### src/rtl/ps2_key_sequencer.sv
// PS/2 scan-code sequencer: parses E0/F0 prefixed byte streams
// into key events buffered in a show-ahead FIFO.
module ps2_key_sequencer #(
  parameter int FIFO_DEPTH  = 4,
  parameter int AW          = 2,
  parameter int TIMEOUT_CYC = 50000
) (
  input  logic       clk,
  input  logic       rst,
  input  logic [7:0] byte_in,
  input  logic       byte_tick,
  input  logic       byte_ok,
  output logic       rx_en,
  output logic [7:0] evt_code,
  output logic       evt_break,
  output logic       evt_ext,
  output logic       evt_valid,
  input  logic       evt_pop,
  output logic       overflow,
  output logic [7:0] err_count
);

  localparam int TW = $clog2(TIMEOUT_CYC + 1);
  localparam logic [AW:0] FULL_CNT = (AW+1)'(FIFO_DEPTH);

  typedef enum logic [1:0] {
    IDLE,
    S_E0,
    S_F0,
    S_E0F0
  } state_t;

  state_t        state;
  state_t        state_nx;
  logic [TW-1:0] tmo_cnt;
  logic          tmo_hit;
  logic          good;
  logic          bad;
  logic          is_e0;
  logic          is_f0;
  logic          push;
  logic [9:0]    push_ent;

  assign good    = byte_tick && byte_ok;
  assign bad     = byte_tick && !byte_ok;
  assign is_e0   = byte_in == 8'hE0;
  assign is_f0   = byte_in == 8'hF0;
  assign tmo_hit = (state != IDLE) &&
                   (tmo_cnt == TW'(TIMEOUT_CYC - 1));

  always_ff @(posedge clk) begin
    if (!rst) state <= IDLE;
    else      state <= state_nx;
  end

  // push_ent = {brk, ext, code}
  always_comb begin
    state_nx = state;
    push     = 1'b0;
    push_ent = {2'b00, byte_in};
    if (bad) begin
      state_nx = IDLE;
    end else if (good) begin
      unique case (state)
        IDLE: begin
          unique case (1'b1)
            is_e0:   state_nx = S_E0;
            is_f0:   state_nx = S_F0;
            default: push = 1'b1;
          endcase
        end
        S_E0: begin
          unique case (1'b1)
            is_f0: state_nx = S_E0F0;
            is_e0: state_nx = S_E0;
            default: begin
              push     = 1'b1;
              push_ent = {2'b01, byte_in};
              state_nx = IDLE;
            end
          endcase
        end
        S_F0: begin
          state_nx = IDLE;
          if (!is_e0 && !is_f0) begin
            push     = 1'b1;
            push_ent = {2'b10, byte_in};
          end
        end
        S_E0F0: begin
          state_nx = IDLE;
          if (!is_e0 && !is_f0) begin
            push     = 1'b1;
            push_ent = {2'b11, byte_in};
          end
        end
      endcase
    end else if (tmo_hit) begin
      state_nx = IDLE;
    end
  end

  always_ff @(posedge clk) begin
    if (!rst)
      tmo_cnt <= '0;
    else if (byte_tick || state == IDLE || tmo_hit)
      tmo_cnt <= '0;
    else
      tmo_cnt <= tmo_cnt + TW'(1);
  end

  logic [9:0]    mem [FIFO_DEPTH];
  logic [AW-1:0] rd_ptr;
  logic [AW-1:0] wr_ptr;
  logic [AW-1:0] rd_nx;
  logic [AW:0]   cnt;
  logic [AW:0]   cnt_nx;
  logic [9:0]    head;
  logic          full;
  logic          pop_do;
  logic          push_do;

  assign full    = cnt == FULL_CNT;
  assign pop_do  = evt_pop && (cnt != '0);
  assign push_do = push && (!full || pop_do);

  always_comb begin
    cnt_nx = cnt;
    rd_nx  = rd_ptr;
    if (pop_do) rd_nx = rd_ptr + AW'(1);
    if (push_do && !pop_do)
      cnt_nx = cnt + (AW+1)'(1);
    else if (!push_do && pop_do)
      cnt_nx = cnt - (AW+1)'(1);
  end

  always_ff @(posedge clk) begin
    if (push_do) mem[wr_ptr] <= push_ent;
  end

  always_ff @(posedge clk) begin
    if (!rst) begin
      rd_ptr    <= '0;
      wr_ptr    <= '0;
      cnt       <= '0;
      head      <= '0;
      rx_en     <= 1'b1;
      overflow  <= 1'b0;
      err_count <= '0;
    end else begin
      rd_ptr <= rd_nx;
      cnt    <= cnt_nx;
      rx_en  <= cnt_nx != FULL_CNT;
      if (push_do) wr_ptr <= wr_ptr + AW'(1);
      // new head may be the entry being written this edge
      if (cnt_nx != '0) begin
        if (push_do && wr_ptr == rd_nx) head <= push_ent;
        else                            head <= mem[rd_nx];
      end
      if (push && !push_do) overflow <= 1'b1;
      if (bad && err_count != 8'hFF)
        err_count <= err_count + 8'd1;
    end
  end

  assign evt_valid = cnt != '0;
  assign evt_code  = head[7:0];
  assign evt_ext   = head[8];
  assign evt_break = head[9];

endmodule

### config.mk
export PLATFORM = sky130hd
export DESIGN_NAME = ps2_key_sequencer
export DESIGN_NICKNAME = d
export VERILOG_FILES = /design/src/rtl/ps2_key_sequencer.sv
export SDC_FILE = /design/constraint.sdc
export NUM_CORES = 1
export LEC_CHECK = 0
export CELL_PAD_IN_SITES_DETAIL_PLACEMENT = 0
export CELL_PAD_IN_SITES_GLOBAL_PLACEMENT = 2
export CORE_MARGIN = 2
export CORE_UTILIZATION = 35
export CTS_CLUSTER_SIZE = 40
export DETAILED_ROUTE_END_ITERATION = 6
export GPL_TIMING_DRIVEN = 0
export PLACE_DENSITY_LB_ADDON = 0.1
export SLEW_MARGIN = 20
export SYNTH_ARGS = -nofsm -noshare
export SYNTH_HDL_FRONTEND = slang
export SYNTH_SLANG_ARGS = --single-unit
### constraint.sdc
create_clock -name clk -period 2 [get_ports clk]
set_input_delay 0.2 -clock clk [delete_from_list [all_inputs] [get_ports clk]]
set_output_delay 0.2 -clock clk [all_outputs]
set_load 0.05 [all_outputs]
Word level (Yosys, flattened, before mapping). Memories as Yosys holds them, arrays and structs flattened. A register that Yosys moved wholly into a read port is not among the register bits. Index checks and enable logic that the tools add are counted.

Register bits: 35. Bits in writable memories: 40. Memories: 1.

Memory list: mem (words 4, bits a word 10, read ports 1, clocked after memory_dff 1, wr ports 1, line 112) `logic [9:0] mem [FIFO_DEPTH];`.

Add/subtract/negate cells: 6. Equality and inequality tests: 10. Mux-type cells: 21. Bitwise operators: 1. Reduce and logical (&&, ||, !) cells: 31.

Operators by type and width (count): 10-bit two-way mux (4); 10-bit case mux with 3 select lines (1); 16-bit by 1-bit adder with 16-bit output, second input constant (1); 16-bit == test, second input constant (1); 8-bit == test, second input constant (2); 1-bit logical AND (10); 2-bit OR reduction (5); 9-bit two-way mux (1); 8-bit by 1-bit adder with 8-bit output, second input constant (1); 8-bit inequality test, second input constant (1); 2-bit case mux with 2 select lines (2); 1-bit logical NOT (7); 1-bit two-way mux (6); 2-bit two-way mux (3); 3-bit two-way mux (2); 2-bit case mux with 3 select lines (1); 3-bit nonzero test (2); 2-bit by 1-bit adder with 2-bit output, second input constant (2); 2-bit == test, second input constant (2); 4-bit inequality test, second input constant (1); 2-bit nonzero test (2); 3-bit by 1-bit adder with 3-bit output, second input constant (1); 3-bit == test, second input constant (1); 1-bit logical OR (3); 7 further kinds (7).

Longest topological paths before layout.
Depth in word-level cells: 13. Depth in mapped cells: 10. Mapped depth without buffers: 9.

Worst setup path before layout. Ideal clock, no wire load.

Path kind: register -> register. Start: register cnt[0]. End: register head[0] (read register of mem). Library setup time: 0.120 ns. Arrival: 2.269 ns. Slack: -0.389 ns. Stages on the path, launching flop included: 11. Buffers on the path: 1. Period minus slack after synthesis: 2.389 ns. Cell sequence: dfxtp_1 inv_1 ha_1 nor2b_2 inv_1 nand2_1 and4b_1 o31ai_1 buf_4 mux2i_1 a21oi_1.

Word-level cells in the longest chain between the ends: 9. Elaborated cells on any way between the ends: 16. Those cells by class: 2 x add/sub; 1 x eq/ne; 3 x mux; 10 x reduce/logical.

RTL lines: from (decl) (line 116) `logic [AW:0] cnt;`; from (signal assigned) (line 152) `cnt <= cnt_nx;`; 3-bit nonzero test *; net evt_valid (line 17) `output logic evt_valid,`; 1-bit logical AND * (line 124) `assign pop_do = evt_pop && (cnt != '0);`; 1-bit logical OR (line 125) `assign push_do = push && (!full || pop_do);`; 1-bit logical AND (line 125); 1-bit logical NOT (line 133) `else if (!push_do && pop_do)`; 1-bit logical AND (line 133); 3-bit two-way mux (line 133); 3-bit two-way mux (line 131) `if (push_do && !pop_do)`; 3-bit nonzero test (line 156) `if (cnt_nx != '0) begin`; to (decl) (line 118) `logic [9:0] head;`.

The timed path passes the listed nets; every way through them passes the cells marked *. A chain may end at the register's enable or synchronous reset.

Worst setup path in the final report.
Start: register cnt[0]. End: register head[4] (read register of mem).

Word-level cells in the longest chain between the ends: 9. Elaborated cells on any way between the ends: 16. Those cells by class: 2 x add/sub; 1 x eq/ne; 3 x mux; 10 x reduce/logical.

RTL lines (line): 3-bit == test / 3-bit nonzero test (equally long branches) (123, 124); 1-bit logical NOT / 1-bit logical AND (equally long branches) (125, 124); 1-bit logical OR (125); 1-bit logical AND (125); 1-bit logical NOT (133); 1-bit logical AND (133); 3-bit two-way mux (133); 3-bit two-way mux (131); 3-bit nonzero test (156).

Parallel ways exist; a longest one is shown, timed or not.

==> flow_summary_export.csv <==
group,metric,value,unit
run_status,outcome,"finished, violations left",
run_status,failed_checks,"negative setup slack",
pwr,p_per_area,1190,nW/um^2
hold_path,min_path_type,"input port to flop",
placed_design,post-place-cells,480,
global_route,globalRouteMet1Util,0.202,
worst_setup_path,crit_path_end_kind,"flop",
synthesis,syn_avg_cell_area,12.0,sq um
worst_setup_path,critical_path_required,2260,ps
pwr,sequentialPowerShare,0.371,
cells_and_area,multi_input_comb_area,1610,sq um
drt,routed-via-count,2540,
global_route,grt_max_degree,16,
timing,unrepaired_setup_endpoints_after_global_routing,"yes",
timing,setup_viol,10,
cells_and_area,finish.net_count,394,
synthesis,synth.cell_area,3730,sq um
worst_setup_path,critical_register_to_register_path_endpoint,"head[4]$_SDFFE_PN0P_",
clocking,root_buffer,"sky130_fd_sc_hd__clkbuf_8",
synthesis,largest_cells_by_area_after_synthesis,"sky130_fd_sc_hd__edfxtp_1, sky130_fd_sc_hd__dfxtp_1, sky130_fd_sc_hd__mux4_2",
worst_setup_path,critical_path.reg2reg.startpoint,"cnt[0]$_SDFF_PN0_",
worst_setup_path,timing.reg2reg.worst_path_depth,9,
pwr,peakVddDrop,0.000549,V
worst_setup_path,regToRegSetupSlack,-160,ps
cells_and_area,fillCellCount,1004,
cells_and_area,final_util,0.457,
cells_and_area,antenna-diode-count,0,
timing,fmaxAchievable,0.463,GHz
timing,final_hold_viol_count,0,
synthesis,synthDominantCellAreaShare,0.322,
clocking,cts_made_buffers,9,
placed_design,port_buffers,33,
synthesis,synth_fp_nets,333,
global_route,wire_length_of_the_first_global_routing_pass,13000,microns
synthesis,yosys_most_used_dff,"sky130_fd_sc_hd__dfxtp_1",
cells_and_area,regArea,2110,sq um
pwr,power.clock.fraction,0.244,
drt,detail_route.iter0.violations,100,
cells_and_area,fraction_of_final_layout_cells_sized_beyond_drive_strength_1,0.220,
clocking,clock_sink_count,85,
drt,avgViaCountPerCell,4.95,
global_route,groute.layer.met2.usage,0.235,
timing,final.setup.worst_slack,-158,ps
synthesis,synthCells,311,
placed_design,routability_congestion,0.716,
floorplan,fp-row-count,37,
synthesis,post_synth_most_frequent_cells,"sky130_fd_sc_hd__dfxtp_1, sky130_fd_sc_hd__edfxtp_1, sky130_fd_sc_hd__nor2_1, sky130_fd_sc_hd__nand2_1, sky130_fd_sc_hd__a21oi_1",
timing,skew,13.7,ps
timing,slew_viol_final,0,
synthesis,synth.most_common_cell,"sky130_fd_sc_hd__dfxtp_1",
clocking,cts-hold-fix-buffers,0,
pwr,sw_pwr,1.91,mW
pwr,comb_power_share,0.386,
cells_and_area,layout.cells.non_filler,513,
drt,post_drt_wl_per_cell,16.1,microns
worst_setup_path,cp-startpoint,"cnt[0]$_SDFF_PN0_",
floorplan,initial_core_util,0.361,
floorplan,boundaryPins,34,
timing,final.min_clock_period,2160,ps
placed_design,hpwl,5370,microns
clocking,tritoncts,"built",
floorplan,die_height,107,microns
timing,max_slew.worst_pin.slew,530,ps
worst_setup_path,worst_setup_path_start_kind,"flop",
drt,postRouteAntennaNets,0,
worst_setup_path,worstSetupPathType,"flop to flop",
worst_setup_path,setup.worst_path.end,"head[4]$_SDFFE_PN0P_",
placed_design,post-place-ws,-801,ps
drt,dr.pass1.iters,4,
drt,detail_route.wirelength,8270,microns
pwr,finalPower,5.62,mW
timing,hold_slack_final,263,ps
synthesis,sequential_cell_area_fraction_in_the_yosys_report,0.564,
global_route,grt_util_all_layers,0.151,
clocking,worst_setup_hold_path_clk_slew,100,ps
worst_setup_path,crit_arrival,2420,ps
pwr,switching_share,0.340,
flow_run,max_cap_violations,0,
floorplan,floorplan.die_area,11500,sq um
floorplan,floorplan.core_area,10300,sq um
floorplan,die_span_x,107,microns
timing,fin_crit_sh,1.08,
synthesis,async_flop_share,0,
synthesis,ys_ff_latch,85,
pwr,pint,3.71,mW
global_route,grt.overflow.total,0,
timing,timing.slew.headroom,0.646,
cells_and_area,area_growth_syn_to_layout,26.5,%
worst_setup_path,critical_path_peak_fanout,5,
clocking,cts_buffer_depth,2,
synthesis,ys.warnings.count,0,
drt,drcViolationCount,0,
synthesis,synth-edff-count,40,
global_route,vias_in_the_first_global_route,2478,
clocking,source_to_sink_clock_delay_at_the_later_pin_of_the_worst_skew_pair,370,ps
synthesis,yosysUniqueCellTypes,50,
global_route,grt_antenna_before_repair,0,
clocking,htreeDepth,3,
global_route,global_route.usage.met3,0.0438,
synthesis,post-synth-top-area-cell,"sky130_fd_sc_hd__edfxtp_1",
pwr,power_leakage,1.71,nW
global_route,global_route.peak_usage_layer,"met2",
## cell families (layout without fill, tap and decap cells)
logic type      count (synthesis)  after routing  share of synthesized area
mux                            23             23                     0.0967
compound gates                 46             46                     0.0752
simple gates                  103            103                      0.147
xor+xnor                       25             25                     0.0587
flops                          85             85                      0.564
buf+inv                        20             86                     0.0282
fa+ha+maj                       9              9                     0.0302
## layer usage
metal  vias up  part of all wire
met4         0             0.012
li1       1254                 -
met5         -                 0
met2        44              0.46
met3        11             0.042
met1      1231              0.49
## stage by stage
stage | TNS [ps] | area [sq um]
finish | -870 | 4720
global route | -2970 | 4720
CTS | -859 | 4560
detailed placement | -42100 | 4280
global placement | -41800 | 4280
floorplan | -1330 | 3780
## cells in the final DEF, fill, tap and decap left out, drive strengths merged, types with 3 or more instances in the layout
master,n
or3,3
mux4,10
nor2,31
nand4,7
nor4b,4
dlygate4sd2,4
nand2,19
nor3,5
inv,10
clkbuf,14
and3,8
edfxtp,40
a211oi,4
xor2,13
mux2i,12
o21ai,13
dfxtp,45
clkinvlp,3
clkdlybuf4s50,28
nand3,7
ha,9
buf,23
and2,8
xnor2,12
a21oi,17
## flip-flops by register name (all words and copies together), names as in the netlist
signal	count
head	10
mem	40
overflow	1
rd_ptr	2
wr_ptr	2
tmo_cnt	16
rx_en	1
cnt	3
err_count	8
state	2
## worst min path at each step
stage	from	endpoint	depth (start not counted)
after floorplan	byte_in[0]	mem[0][0]$_DFFE_PP_	0
after global placement	tmo_cnt[0]$_SDFF_PP0_	tmo_cnt[0]$_SDFF_PP0_	1
after detailed placement	overflow$_SDFFE_PN0P_	overflow$_SDFFE_PN0P_	2
after CTS	byte_in[7]	mem[3][7]$_DFFE_PP_	1
after global routing	byte_in[7]	mem[3][7]$_DFFE_PP_	1
final	byte_in[7]	mem[3][7]$_DFFE_PP_	1
## power by group through the flow
stage | sequential, mW | combinational, mW | clock [mW]
global placement | 2.13 | 1.88 | 0
floorplan | 2.42 | 1.08 | 0
global route | 2.10 | 2.33 | 1.48
finish | 2.08 | 2.17 | 1.37
CTS | 2.08 | 1.97 | 1.41
detailed placement | 2.14 | 1.87 | 0
## layout make-up
cell class              instances  share of cell area
repair buffers                 50               0.102
multi-input cells             206               0.340
inverters                      10             0.00929
well taps                     136              0.0361
clock inverters                 7              0.0207
clock buffers                   9              0.0263
flip-flops and latches         85               0.448
plain buffers                  10              0.0180
## worst max-delay path, stage by stage (launching register included)
cell and delay (ps):
sky130_fd_sc_hd__dfxtp_4 360, sky130_fd_sc_hd__inv_4 40, sky130_fd_sc_hd__ha_4 150, sky130_fd_sc_hd__nor2b_4 130
sky130_fd_sc_hd__or3_4 330, sky130_fd_sc_hd__and2_4 200, sky130_fd_sc_hd__buf_12 140, sky130_fd_sc_hd__mux4_2 410
sky130_fd_sc_hd__mux2i_1 210, sky130_fd_sc_hd__a21oi_1 90
## timing repair
item | 4_1_cts | 5_1_grt
resized for setup | 23 | 20
setup buffers | 5 | 10
gates cloned | 0 | 2
endpoints found under the setup margin | 53 | 24
pin swaps | 2 | 11
Note: power is estimated with default switching activity, not from simulation.
